<file path="config.mk">
export PLATFORM = sky130hd
export DESIGN_NAME = afifo_stream_reader
export DESIGN_NICKNAME = d
export VERILOG_FILES = /design/src/rtl/eth_pkg.sv /design/src/rtl/stream_buf2.sv /design/src/rtl/afifo_stream_reader.sv
export SDC_FILE = /design/constraint.sdc
export NUM_CORES = 1
export LEC_CHECK = 0
export CORE_UTILIZATION = 26
export DETAILED_ROUTE_END_ITERATION = 6
export GPL_TIMING_DRIVEN = 1
export SLEW_MARGIN = 10
export SYNTH_ARGS = -nofsm -noshare
export SYNTH_HDL_FRONTEND = slang
export SYNTH_SLANG_ARGS = --single-unit
</file>
<file path="constraint.sdc">
create_clock -name clk -period 5.7 [get_ports clk]
set_input_delay 0.855 -clock clk [delete_from_list [all_inputs] [get_ports clk]]
set_output_delay 0.855 -clock clk [all_outputs]
set_load 0.05 [all_outputs]
</file>
<file path="src/rtl/eth_pkg.sv">
`default_nettype none
// +------------------------------------------------------------------------+
// | Package     : eth_pkg                                                  |
// | Description : Shared types and constants for the Ethernet FIFO read    |
// |               path: ingress state encoding and FIFO word layout.       |
// | Revision    : 1.0 - initial release                                    |
// +------------------------------------------------------------------------+
package eth_pkg;

    // Ingress state of the stream reader (tracks words leaving the FIFO).
    typedef enum logic [1:0] {
        RD_IDLE  = 2'd0,
        RD_FRAME = 2'd1,
        RD_FLUSH = 2'd2
    } rd_state_t;

    // Default payload width; a FIFO word is {last, data}, so the last flag
    // sits at bit index DATA_W.
    localparam int ETH_DATA_W = 8;
    localparam int LAST_BIT   = ETH_DATA_W;

endpackage
`default_nettype wire

</file>
<file path="src/rtl/stream_buf2.sv">
`default_nettype none
// +------------------------------------------------------------------------+
// | Module      : stream_buf2                                              |
// | Description : Two-entry FIFO holding words that have left the external |
// |               FIFO but not yet been handed to the stream sink.         |
// | Ports       : clk, rst_n (sync, active-low), i_push/i_din write side,  |
// |               i_pop read side, i_clear drops all entries, o_occ entry  |
// |               count (0..2), o_head oldest entry.                       |
// | Revision    : 1.0 - initial release                                    |
// +------------------------------------------------------------------------+
module stream_buf2 #(
    parameter int WIDTH = 9
) (
    input  logic             clk,
    input  logic             rst_n,
    input  logic             i_push,
    input  logic             i_pop,
    input  logic             i_clear,
    input  logic [WIDTH-1:0] i_din,
    output logic [1:0]       o_occ,
    output logic [WIDTH-1:0] o_head
);

    logic [WIDTH-1:0] r_mem0;
    logic [WIDTH-1:0] r_mem1;
    logic             r_wr_ptr;
    logic             r_rd_ptr;
    logic [1:0]       r_occ;

    always_ff @(posedge clk) begin
        if (!rst_n) begin
            r_mem0   <= '0;
            r_mem1   <= '0;
            r_wr_ptr <= 1'b0;
            r_rd_ptr <= 1'b0;
            r_occ    <= 2'd0;
        end else if (i_clear) begin
            // Storage is left as-is; only the bookkeeping is emptied.
            r_wr_ptr <= 1'b0;
            r_rd_ptr <= 1'b0;
            r_occ    <= 2'd0;
        end else begin
            if (i_push) begin
                if (r_wr_ptr) begin
                    r_mem1 <= i_din;
                end else begin
                    r_mem0 <= i_din;
                end
                r_wr_ptr <= ~r_wr_ptr;
            end
            if (i_pop) begin
                r_rd_ptr <= ~r_rd_ptr;
            end
            unique case ({i_push, i_pop})
                2'b10:   r_occ <= r_occ + 2'd1;
                2'b01:   r_occ <= r_occ - 2'd1;
                default: r_occ <= r_occ;
            endcase
        end
    end

    assign o_occ  = r_occ;
    assign o_head = r_rd_ptr ? r_mem1 : r_mem0;

endmodule
`default_nettype wire

</file>
<file path="src/rtl/afifo_stream_reader.sv">
`default_nettype none
// +------------------------------------------------------------------------+
// | Module      : afifo_stream_reader                                      |
// | Description : Read-side engine of the dual-clock FIFO. Pops {last,data}|
// |               words, hides the 1-cycle registered read latency behind  |
// |               a 2-entry buffer and drives a zero-bubble valid/ready    |
// |               stream. Tracks frames, flushes the rest of a frame on    |
// |               request and counts delivered / dropped frames.           |
// | Ports       : clk, rst_n (sync, active-low)                            |
// |               fifo_re / fifo_rempty / fifo_rdata - FIFO read port      |
// |               m_valid / m_ready / m_data / m_last - output stream      |
// |               flush     - pulse, drop remainder of current frame       |
// |               frame_cnt - delivered frames (saturating)                |
// |               drop_cnt  - flushed frames (saturating)                  |
// |               busy      - ingress FSM not idle                         |
// | Revision    : 1.0 - initial release                                    |
// +------------------------------------------------------------------------+
module afifo_stream_reader
    import eth_pkg::*;
#(
    parameter int DATA_W = ETH_DATA_W,
    parameter int CNT_W  = 16
) (
    input  logic              clk,
    input  logic              rst_n,
    output logic              fifo_re,
    input  logic              fifo_rempty,
    input  logic [DATA_W:0]   fifo_rdata,
    output logic              m_valid,
    input  logic              m_ready,
    output logic [DATA_W-1:0] m_data,
    output logic              m_last,
    input  logic              flush,
    output logic [CNT_W-1:0]  frame_cnt,
    output logic [CNT_W-1:0]  drop_cnt,
    output logic              busy
);

    localparam int c_last_bit = DATA_W;

    rd_state_t          r_state;
    rd_state_t          w_state_next;
    logic               r_inflight;
    logic [CNT_W-1:0]   r_frame_cnt;
    logic [CNT_W-1:0]   r_drop_cnt;

    logic [1:0]         w_occ;
    logic [DATA_W:0]    w_head;
    logic               w_in_last;
    logic               w_flush_hit;
    logic               w_dropping;
    logic               w_push;
    logic               w_pop;
    logic               w_drop_done;
    logic [2:0]         w_credit;

    assign w_in_last   = fifo_rdata[c_last_bit];
    // A flush only acts while a frame is being received; elsewhere it is ignored.
    assign w_flush_hit = flush & (r_state == RD_FRAME);
    // The in-flight word is discarded while flushing, including the cycle the
    // flush arrives.
    assign w_dropping  = w_flush_hit | (r_state == RD_FLUSH);
    assign w_push      = r_inflight & ~w_dropping;
    // A flush clears the buffer, so a coinciding handshake is not honoured.
    assign w_pop       = m_valid & m_ready & ~w_flush_hit;
    assign w_drop_done = r_inflight & w_in_last & w_dropping;

    // Slots already claimed: buffered words plus the word in flight, minus the
    // head leaving this cycle. Counting the departing head as free is what
    // lets the reader sustain one word per cycle with only two entries.
    assign w_credit = {1'b0, w_occ} + {2'b00, r_inflight} - {2'b00, w_pop};
    assign fifo_re  = rst_n & ~fifo_rempty & (w_credit < 3'd2);

    stream_buf2 #(
        .WIDTH (DATA_W + 1)
    ) u_buf (
        .clk     (clk),
        .rst_n   (rst_n),
        .i_push  (w_push),
        .i_pop   (w_pop),
        .i_clear (w_flush_hit),
        .i_din   (fifo_rdata),
        .o_occ   (w_occ),
        .o_head  (w_head)
    );

    always_ff @(posedge clk) begin
        if (!rst_n) begin
            r_state    <= RD_IDLE;
            r_inflight <= 1'b0;
        end else begin
            r_state    <= w_state_next;
            r_inflight <= fifo_re;
        end
    end

    // Ingress FSM: advances on words arriving from the FIFO, not on the
    // output handshake.
    always_comb begin
        w_state_next = r_state;
        unique case (r_state)
            RD_IDLE: begin
                if (r_inflight && !w_in_last) begin
                    w_state_next = RD_FRAME;
                end
            end
            RD_FRAME: begin
                if (flush) begin
                    // A flush racing the final word finishes the drop at once.
                    w_state_next = (r_inflight && w_in_last) ? RD_IDLE : RD_FLUSH;
                end else if (r_inflight && w_in_last) begin
                    w_state_next = RD_IDLE;
                end
            end
            RD_FLUSH: begin
                if (r_inflight && w_in_last) begin
                    w_state_next = RD_IDLE;
                end
            end
            default: w_state_next = RD_IDLE;
        endcase
    end

    always_ff @(posedge clk) begin
        if (!rst_n) begin
            r_frame_cnt <= '0;
            r_drop_cnt  <= '0;
        end else begin
            if (w_pop && m_last && (r_frame_cnt != {CNT_W{1'b1}})) begin
                r_frame_cnt <= r_frame_cnt + CNT_W'(1);
            end
            if (w_drop_done && (r_drop_cnt != {CNT_W{1'b1}})) begin
                r_drop_cnt <= r_drop_cnt + CNT_W'(1);
            end
        end
    end

    assign m_valid   = (w_occ != 2'd0);
    assign m_data    = w_head[DATA_W-1:0];
    assign m_last    = w_head[c_last_bit];
    assign frame_cnt = r_frame_cnt;
    assign drop_cnt  = r_drop_cnt;
    assign busy      = (r_state != RD_IDLE);

endmodule
`default_nettype wire

</file>
### Word level (Yosys, flattened, before mapping)

Cells that the tools add are included.

* equal/unequal tests: 7
* multiply operators: 0
* add/sub/neg operators: 6
* divide/modulo/power cells: 0
* shift-type cells: 0
* reductions and logical operators: 13
* bitwise operators: 15
* multiplexer cells: 7
* order comparisons: 1

Operators with widths (count)
* adder 16 x 1 -> 16 bit (second input constant): 2
* inequality test 16 bit (second input constant): 2
* two-way mux 9 bit: 1
* AND 1 bit: 8
* two-way mux 2 bit: 4
* NOT 1 bit: 6
* case mux 2 bit (3 select lines): 1
* AND reduction 3 bit: 2
* nonzero test 2 bit: 3
* logical AND 1 bit: 5
* equality test 2 x 1 -> 1 bit (second input constant): 2
* equality test 2 bit (second input constant): 2
* case mux 2 bit (2 select lines): 1
* adder 2 x 1 -> 3 bit: 1
* less-than comparator 3 x 2 -> 1 bit (second input constant): 1
* subtractor 3 x 1 -> 3 bit: 1
* adder 2 x 1 -> 2 bit (second input constant): 1
* zero test 2 bit: 1
* inequality test 2 bit (second input constant): 1
* OR reduction 2 bit: 1
* subtractor 2 x 1 -> 2 bit (second input constant): 1
* zero test 1 bit: 1
* OR 1 bit: 1

* register bits after elaboration: 57
* bits in latches: 0
* memory bits (read-only): 0
* memories kept: 0
* word-level logic and storage cells: 58
* memory bits (writable): 0

### Depth between registers and ports, before layout

Gate-level depths: netlist (run 1).

* depth in word-level cells: 7
* gate-level depth with buffers: 7
* gate-level depth less buffers: 7

### Modules after synthesis

A second synthesis (run 1) with hierarchy kept.

* cells, all modules: 310
* area, all modules: 2901.5 um2

Modules (own cells, without submodules)
* afifo_stream_reader: seq. area each 700.7 um2, cells an instance 224, times used 1, area an instance 1934.4 um2
* stream_buf2: seq. area each 440.4 um2, cells an instance 86, times used 1, area an instance 967.2 um2

### Worst setup path after synthesis (run 1)

No wires, ideal clock.

* path kind: input-to-output
* start point: input flush
* end point: output fifo_re
* path slack: 1694 ps
* required time: 4845 ps
* arrival time: 3151 ps
* stages on the path: 7
* cells stage by stage: and3b_1 > nor2_1 > ha_1 > nand2b_1 > fa_1 > xor2_1 > nor3_1

* cells in the longest elaborated chain, start to end: 6

RTL lines
* start: declaration: line afifo_stream_reader.sv:33 `input logic flush,`
* AND 1 bit: line afifo_stream_reader.sv:59 `assign w_flush_hit = flush & (r_state == RD_FRAME);`
* NOT 1 bit (no source line)
* AND 1 bit: line afifo_stream_reader.sv:65 `assign w_pop = m_valid & m_ready & ~w_flush_hit;`
* net u_buf.i_pop: line stream_buf2.sv:17 `input logic i_pop,`
* subtractor 3 x 1 -> 3 bit: line afifo_stream_reader.sv:71 `assign w_credit = {1'b0, w_occ} + {2'b00, r_inflight} - {2'b00, w_pop};`
* less-than comparator 3 x 2 -> 1 bit: line afifo_stream_reader.sv:72 `assign fifo_re = rst_n & ~fifo_rempty & (w_credit < 3'd2);`
* AND 1 bit: line afifo_stream_reader.sv:72
* end: declaration: line afifo_stream_reader.sv:26 `output logic fifo_re,`

The timed path passes the listed nets, and every way through them passes these cells.

### Worst setup path after layout (run 1)

Same ends and word-level chain as after synthesis.

==> results of run 1 <==
[path summary, 6_finish.rpt]
check                         startpoint                           to  slack [ns]  depth (start not counted)
max                                flush                      fifo_re        1.22                          9
max reg2reg  u_buf.r_rd_ptr$_SDFFE_PP0P_    frame_cnt[3]$_SDFFE_PN0P_        3.39                          4
min reg2reg  u_buf.r_wr_ptr$_SDFFE_PP0P_  u_buf.r_wr_ptr$_SDFFE_PP0P_        0.48                          2
min          u_buf.r_wr_ptr$_SDFFE_PP0P_  u_buf.r_wr_ptr$_SDFFE_PP0P_        0.48                          2
[sequential cells by signal, indices dropped and copies added, names as in the netlist]
register        flops
r_inflight          1
u_buf.r_mem1        9
drop_cnt           16
r_state             2
u_buf.r_mem0        9
u_buf.r_wr_ptr      1
u_buf.r_rd_ptr      1
u_buf.o_occ         2
frame_cnt          16
[per-layer routing]
layer / up-vias / wire, um / global-route usage [%]
li1: 1287 / - / -
met1: 1165 / 3190 / 15.0
met2: 47 / 3110 / 19.9
met3: 13 / 346 / 3.59
met4: 0 / 143 / 6.56
met5: - / 0 / 0
[cells in the final DEF, fill, tap and decap left out, types with 4 or more instances in the layout]
master | Yosys | final
a211oi_1 | 6 | 6
o21ai_0 | 7 | 7
nor2_1 | 26 | 26
dfxtp_1 | 57 | 57
clkinv_2 | 0 | 4
clkdlybuf4s50_1 | 0 | 57
nand2b_1 | 14 | 14
mux2_2 | 8 | 8
nand4_1 | 12 | 12
nand3_1 | 10 | 10
nor4_1 | 5 | 4
clkbuf_8 | 0 | 9
mux2i_1 | 33 | 33
inv_1 | 7 | 7
a21oi_1 | 17 | 17
ha_1 | 4 | 4
o31ai_1 | 7 | 7
or4_1 | 9 | 9
or3_1 | 7 | 7
nand2_1 | 34 | 34
[worst max-delay path, stage by stage]
cell,delay [ns]
clkdlybuf4s50_1,0.45
and3b_1,0.20
nor2_1,0.16
ha_1,0.24
nand2b_1,0.16
fa_1,0.39
xor2_1,0.16
nor3_1,0.18
clkdlybuf4s50_1,0.83
[final cells by class]
cell class | count | area [sq um] | area share, %
clock inverters | 4 | 20.0 | 0.540
clock buffers | 12 | 135 | 3.65
multi-input cells | 239 | 1630 | 43.9
flip-flops and latches | 57 | 1140 | 30.8
well taps | 136 | 170 | 4.59
inverters | 7 | 26.3 | 0.709
repair buffers | 59 | 586 | 15.8
[cell families (layout without fill, tap and decap cells)]
| kind of cell | after synthesis | count (layout) |
|---|---|---|
| simple gates | 136 | 136 |
| flops | 57 | 57 |
| compound gates | 53 | 53 |
| mux | 41 | 41 |
| buf+inv | 23 | 82 |
| fa+ha+maj | 5 | 5 |
| xor+xnor | 4 | 4 |
[stage by stage]
stage	total power (uW)	worst slack (ns)	utilization, %	area [sq um]	hold WS (ns)
after global routing	1130	1.03	35.3	3700	0.499
after floorplan	682	1.69	-	2860	0.435
after detailed placement	762	1.19	33.8	3550	0.472
after global placement	755	1.25	33.8	3550	0.453
after CTS	1080	1.18	35.3	3700	0.482
final	1060	1.22	35.3	3700	0.485
[power by group through the flow]
stage	Combinational, uW	Clock [uW]	Sequential (uW)
global route	314	348	467
finish	290	313	461
global placement	287	0	468
detailed placement	291	0	470
CTS	293	329	461
floorplan	225	0	457
==> metrics, run 1 <==
status completed; xor-xnor portion of the synthesized cell area 1.23%; # nets final 392; share of the synthesized area in the top cell type 39.9%; Post-synth EDFFs 0; total detailed-routing wirelength 6.79 mm; Unique masters post-synth 45; main combinational cell family by area after synthesis simple AND/OR/NAND/NOR gates; Final Cycle Share 78.7%; most frequently used cell type in the post-synthesis netlist dfxtp_1; data required time of the critical path 4.85 ns; die height 107 um; standard-cell row count 37; number of buffers inserted by hold repair at cts 0; maximum count of clock buffers along a single path 2; count of vias placed by the detailed router 2512; Post-Synth Adder-Cell Area 2.45%; Resized Gates After CTS 0; number of non-filler instances in the completed layout 514; RSZ-0062 raised after global routing false; switching part of the total power 33.9%; simple-gate share of the synthesized area 25.2%; Die W 107 um; count of unresolved DRC violations after routing 0; grt ovf 0; Core Region 0.0105 sq mm; Net Count, Synth 338; cell type with the highest aggregate area in the netlist dfxtp_1; minimum period implied by the final worst setup slack 4.48 ns; async set-reset flop share out of synthesis 0%; initial antenna violation count 0; Final Wtd Congestion 0.729; combinational fraction of design power 27.2%; first-pass GRT wire length 11.0 mm; synth-to-layout area growth 29.6%; final hold viol count 0; deepest level of the CTS H-tree 3; internal power of the cells 703 uW; effective utilization at floorplan 27.2%; Power per Cell Area 287 mW/mm^2; critical path fanouts, max 3; via count of the first global-routing pass 2334; clock latency on the worst-skew pair 0.34 ns; final worst clock skew 0.00664 ns; largest cells by area after synthesis dfxtp_1, mux2i_1, nand2_1, nor2_1, mux2_2; Startpoint Class primary input; max-slew violation total from the final report 0; overall routing resource usage 12.4%; final sum of negative setup slack 0 ns; synthesis-stage register bit count 57; area of the die 0.0114 sq mm; TritonCTS clock tree yes; starting DRC count in detailed routing 89; clock group share of total power 29.4%; post-synthesis compound-gate area fraction 13.1%; sort of element at the end of the critical path output pin; worst min-delay path category flip-flop to flip-flop; transition time at the pin with the least slew margin 1.11 ns; LEAKAGE 0.00135 uW; post-route antenna net violation count 0; multiplexer share of the synthesized area 14.7%; io pins 58; PortBufs 57; number of clock sinks seen by CTS 57; most used flip-flop cell after synthesis dfxtp_1; Worst-path clk slew 0.07 ns; HPWL after detailed placement 4.74 mm; peak supply drop 0.0989 mV; critical path data arrival time 3.63 ns; Slew headroom 26.0%; leading cell types by count after synthesis dfxtp_1, nand2_1, mux2i_1, nor2_1, a21oi_1; peak clock frequency supported by timing 223 MHz; number of failing setup endpoints in the final timing report 0; number of optimization iterations in the first detailed-route pass 4; post-synthesis cell count 319; Post-Synthesis Cell Area 0.00286 sq mm; Root Driver clkbuf_8; total net switching power 360 uW; critical path class primary input to output pin; warnings from Yosys 0; number of buffers added for setup after CTS 0; placed insts 498; diode insertion count for antenna repair 0; relative contribution of sequential cells to total power 43.3%; Layout fillers 1055; layout cell share with drive strength beyond 1 8.47%; number of max-cap violations 0; pin count of the biggest net entering global routing 38; average via count per standard cell 4.89; TritonCTS Buffers 9; average wire per standard cell 13.2 um; fraction of the yosys area taken by sequential cells 39.9%; Post-Synthesis Mean Instance Area 8.96 sq um
No activity file was read; power rests on OpenSTA's default activity.
==> run 2, diff against run 1 <==
==> constraint.sdc (replaced) <==
create_clock -name clk -period 4.1 [get_ports clk]
set_input_delay 0.615 -clock clk [delete_from_list [all_inputs] [get_ports clk]]
set_output_delay 0.615 -clock clk [all_outputs]
set_load 0.05 [all_outputs]
==> run 2 against run 1 <==
Compared with the run above:
- final area is 1.3% higher
- first-iteration DRC count is 2.2% lower
- clock skew is 0.00083 ns higher
- core utilization is 0.45 points higher
- critical path depth stayed put
- non-clock buffer count stayed put
- worst hold slack better by 0.0024 ns
- combinational power is 43% higher
- sequential share of layout area is 0.39 points lower
- register-to-register slack worse by 1.6 ns
- die area stayed put
- largest cell class unchanged
- critical path type unchanged
==> metrics, run 2 (synthesized netlist as in run 1, its figures left out) <==
status completed; clock latency on the worst-skew pair 0.33 ns; number of failing setup endpoints in the final timing report 0; maximum count of clock buffers along a single path 2; # nets final 392; effective utilization at floorplan 27.2%; commonest non-fill, non-tap cell in the layout dfxtp_1; worst min-delay path category flip-flop to flip-flop; critical path class primary input to output pin; io pins 58; number of buffers inserted by hold repair at cts 0; count of unresolved DRC violations after routing 0; total detailed-routing wirelength 7.05 mm; TritonCTS clock tree yes; critical path fanouts, max 3; diode insertion count for antenna repair 0; layout cell share with drive strength beyond 1 9.26%; die height 107 um; number of optimization iterations in the first detailed-route pass 6; CP max-delay cell clkdlybuf4s50_1; PortBufs 57; peak clock frequency supported by timing 280 MHz; area of the die 0.0114 sq mm; starting DRC count in detailed routing 87; max-slew violation total from the final report 0; grt ovf 0; total power 1560 uW; number of buffers added for setup after CTS 0; Slew headroom 26.6%; via count of the first global-routing pass 2370; number of clock sinks seen by CTS 57; final worst clock skew 0.00746 ns; pin count of the biggest net entering global routing 34; final hold viol count 0; data required time of the critical path 3.48 ns; HPWL after detailed placement 4.97 mm; Worst-path clk slew 0.06 ns; deepest level of the CTS H-tree 3; count of vias placed by the detailed router 2573; critical path data arrival time 2.95 ns; average wire per standard cell 13.7 um; synth-to-layout area growth 31.2%; number of max-cap violations 0; first-pass GRT wire length 11.2 mm; area of combinational cells with multiple inputs 0.00163 sq mm; crit path cell chain clkdlybuf4s50_1 > and3b_1 > nor2_1 > ha_1 > nand2b_1 > fa_1 > xor2_1 > nor3_1 > buf_12; RSZ-0062 raised after global routing false; Core Region 0.0105 sq mm; Final Wtd Congestion 0.722; commonest cells after routing, fill and taps aside dfxtp_1, clkdlybuf4s50_1, nand2_1, mux2i_1, nor2_1; LEAKAGE 0.00137 uW; standard-cell row count 37; transition time at the pin with the least slew margin 1.10 ns; Root Driver clkbuf_8; minimum period implied by the final worst setup slack 3.57 ns; largest delay contributor family on the critical path simple AND/OR/NAND/NOR gates; crit path buf inv count 2; Layout fillers 1070; maximum single-stage delay on the critical path 0.47 ns; area used by sequential logic in the layout 0.00114 sq mm; average via count per standard cell 5.01; Resized Gates After CTS 0; Final Cycle Share 87.0%; TritonCTS Buffers 9; peak supply drop 0.141 mV; post-route antenna net violation count 0; Power per Cell Area 416 mW/mm^2; overall routing resource usage 12.7%; initial antenna violation count 0; Startpoint Class primary input; final sum of negative setup slack 0 ns; sort of element at the end of the critical path output pin; Die W 107 um
run 2: changes by cell type in the layout (fill, tap and decap cells not counted):
cell and delta:
clkdlybuf4s50_1 -1, clkbuf_8 +4, clkinv_2 -2, clkbuf_1 -2, buf_12 +1
run 2: tightest hold or removal path, delay by kind of cell (launching register included):
family	cells	cell delay [ns]
and+or+nand+nor	1	0.06
DFF	1	0.33
AOI/OAI and AO/OA	1	0.06
run 2: worst paths after layout:
kind / end / startpoint / slack [ns] / cells past startpoint
worst max-delay path: fifo_re / flush / 0.53 / 9
worst min-delay path: u_buf.r_wr_ptr$_SDFFE_PP0P_ / u_buf.r_wr_ptr$_SDFFE_PP0P_ / 0.49 / 2
worst max register to register: frame_cnt[4]$_SDFFE_PN0P_ / u_buf.r_rd_ptr$_SDFFE_PP0P_ / 1.81 / 4
worst min register to register: u_buf.r_wr_ptr$_SDFFE_PP0P_ / u_buf.r_wr_ptr$_SDFFE_PP0P_ / 0.49 / 2
run 2: metal layers:
metal,global-route usage (%),share of wire [%],routed length [um],vias up
li1,-,-,-,1279
met1,14.9,46,3210,1235
met2,21.1,49,3430,52
met3,3.83,4.5,316,7
met4,5.97,1.3,89,0
met5,0,0,0,-
run 2: power by group:
part / switching [uW] / internal (uW) / total [uW]
Sequential: 46.9 / 596 / 643
Combinational: 241 / 174 / 415
Clock: 221 / 284 / 504
Total: 509 / 1050 / 1560
run 2: area by class of cell:
cell class	count	share of cell area, %
multi-input combinational	239	43.3
sequential	57	30.4
timing repair buffer	59	15.9
clock buffer	14	4.87
tap	136	4.53
inverter	7	0.700
clock inverter	2	0.267
run 2: metrics by stage:
step | util (%) | worst slack, ns | cell area (sq um) | hold WS (ns) | instances
final | 35.7 | 0.533 | 3750 | 0.487 | 514
after global routing | 35.7 | 0.365 | 3750 | 0.492 | 514
after CTS | 35.7 | 0.537 | 3750 | 0.475 | 514
after detailed placement | 33.9 | 0.543 | 3560 | 0.466 | 498
after global placement | 33.9 | 0.626 | 3560 | 0.457 | 498
after floorplan | - | 0.574 | 2860 | 0.435 | 319
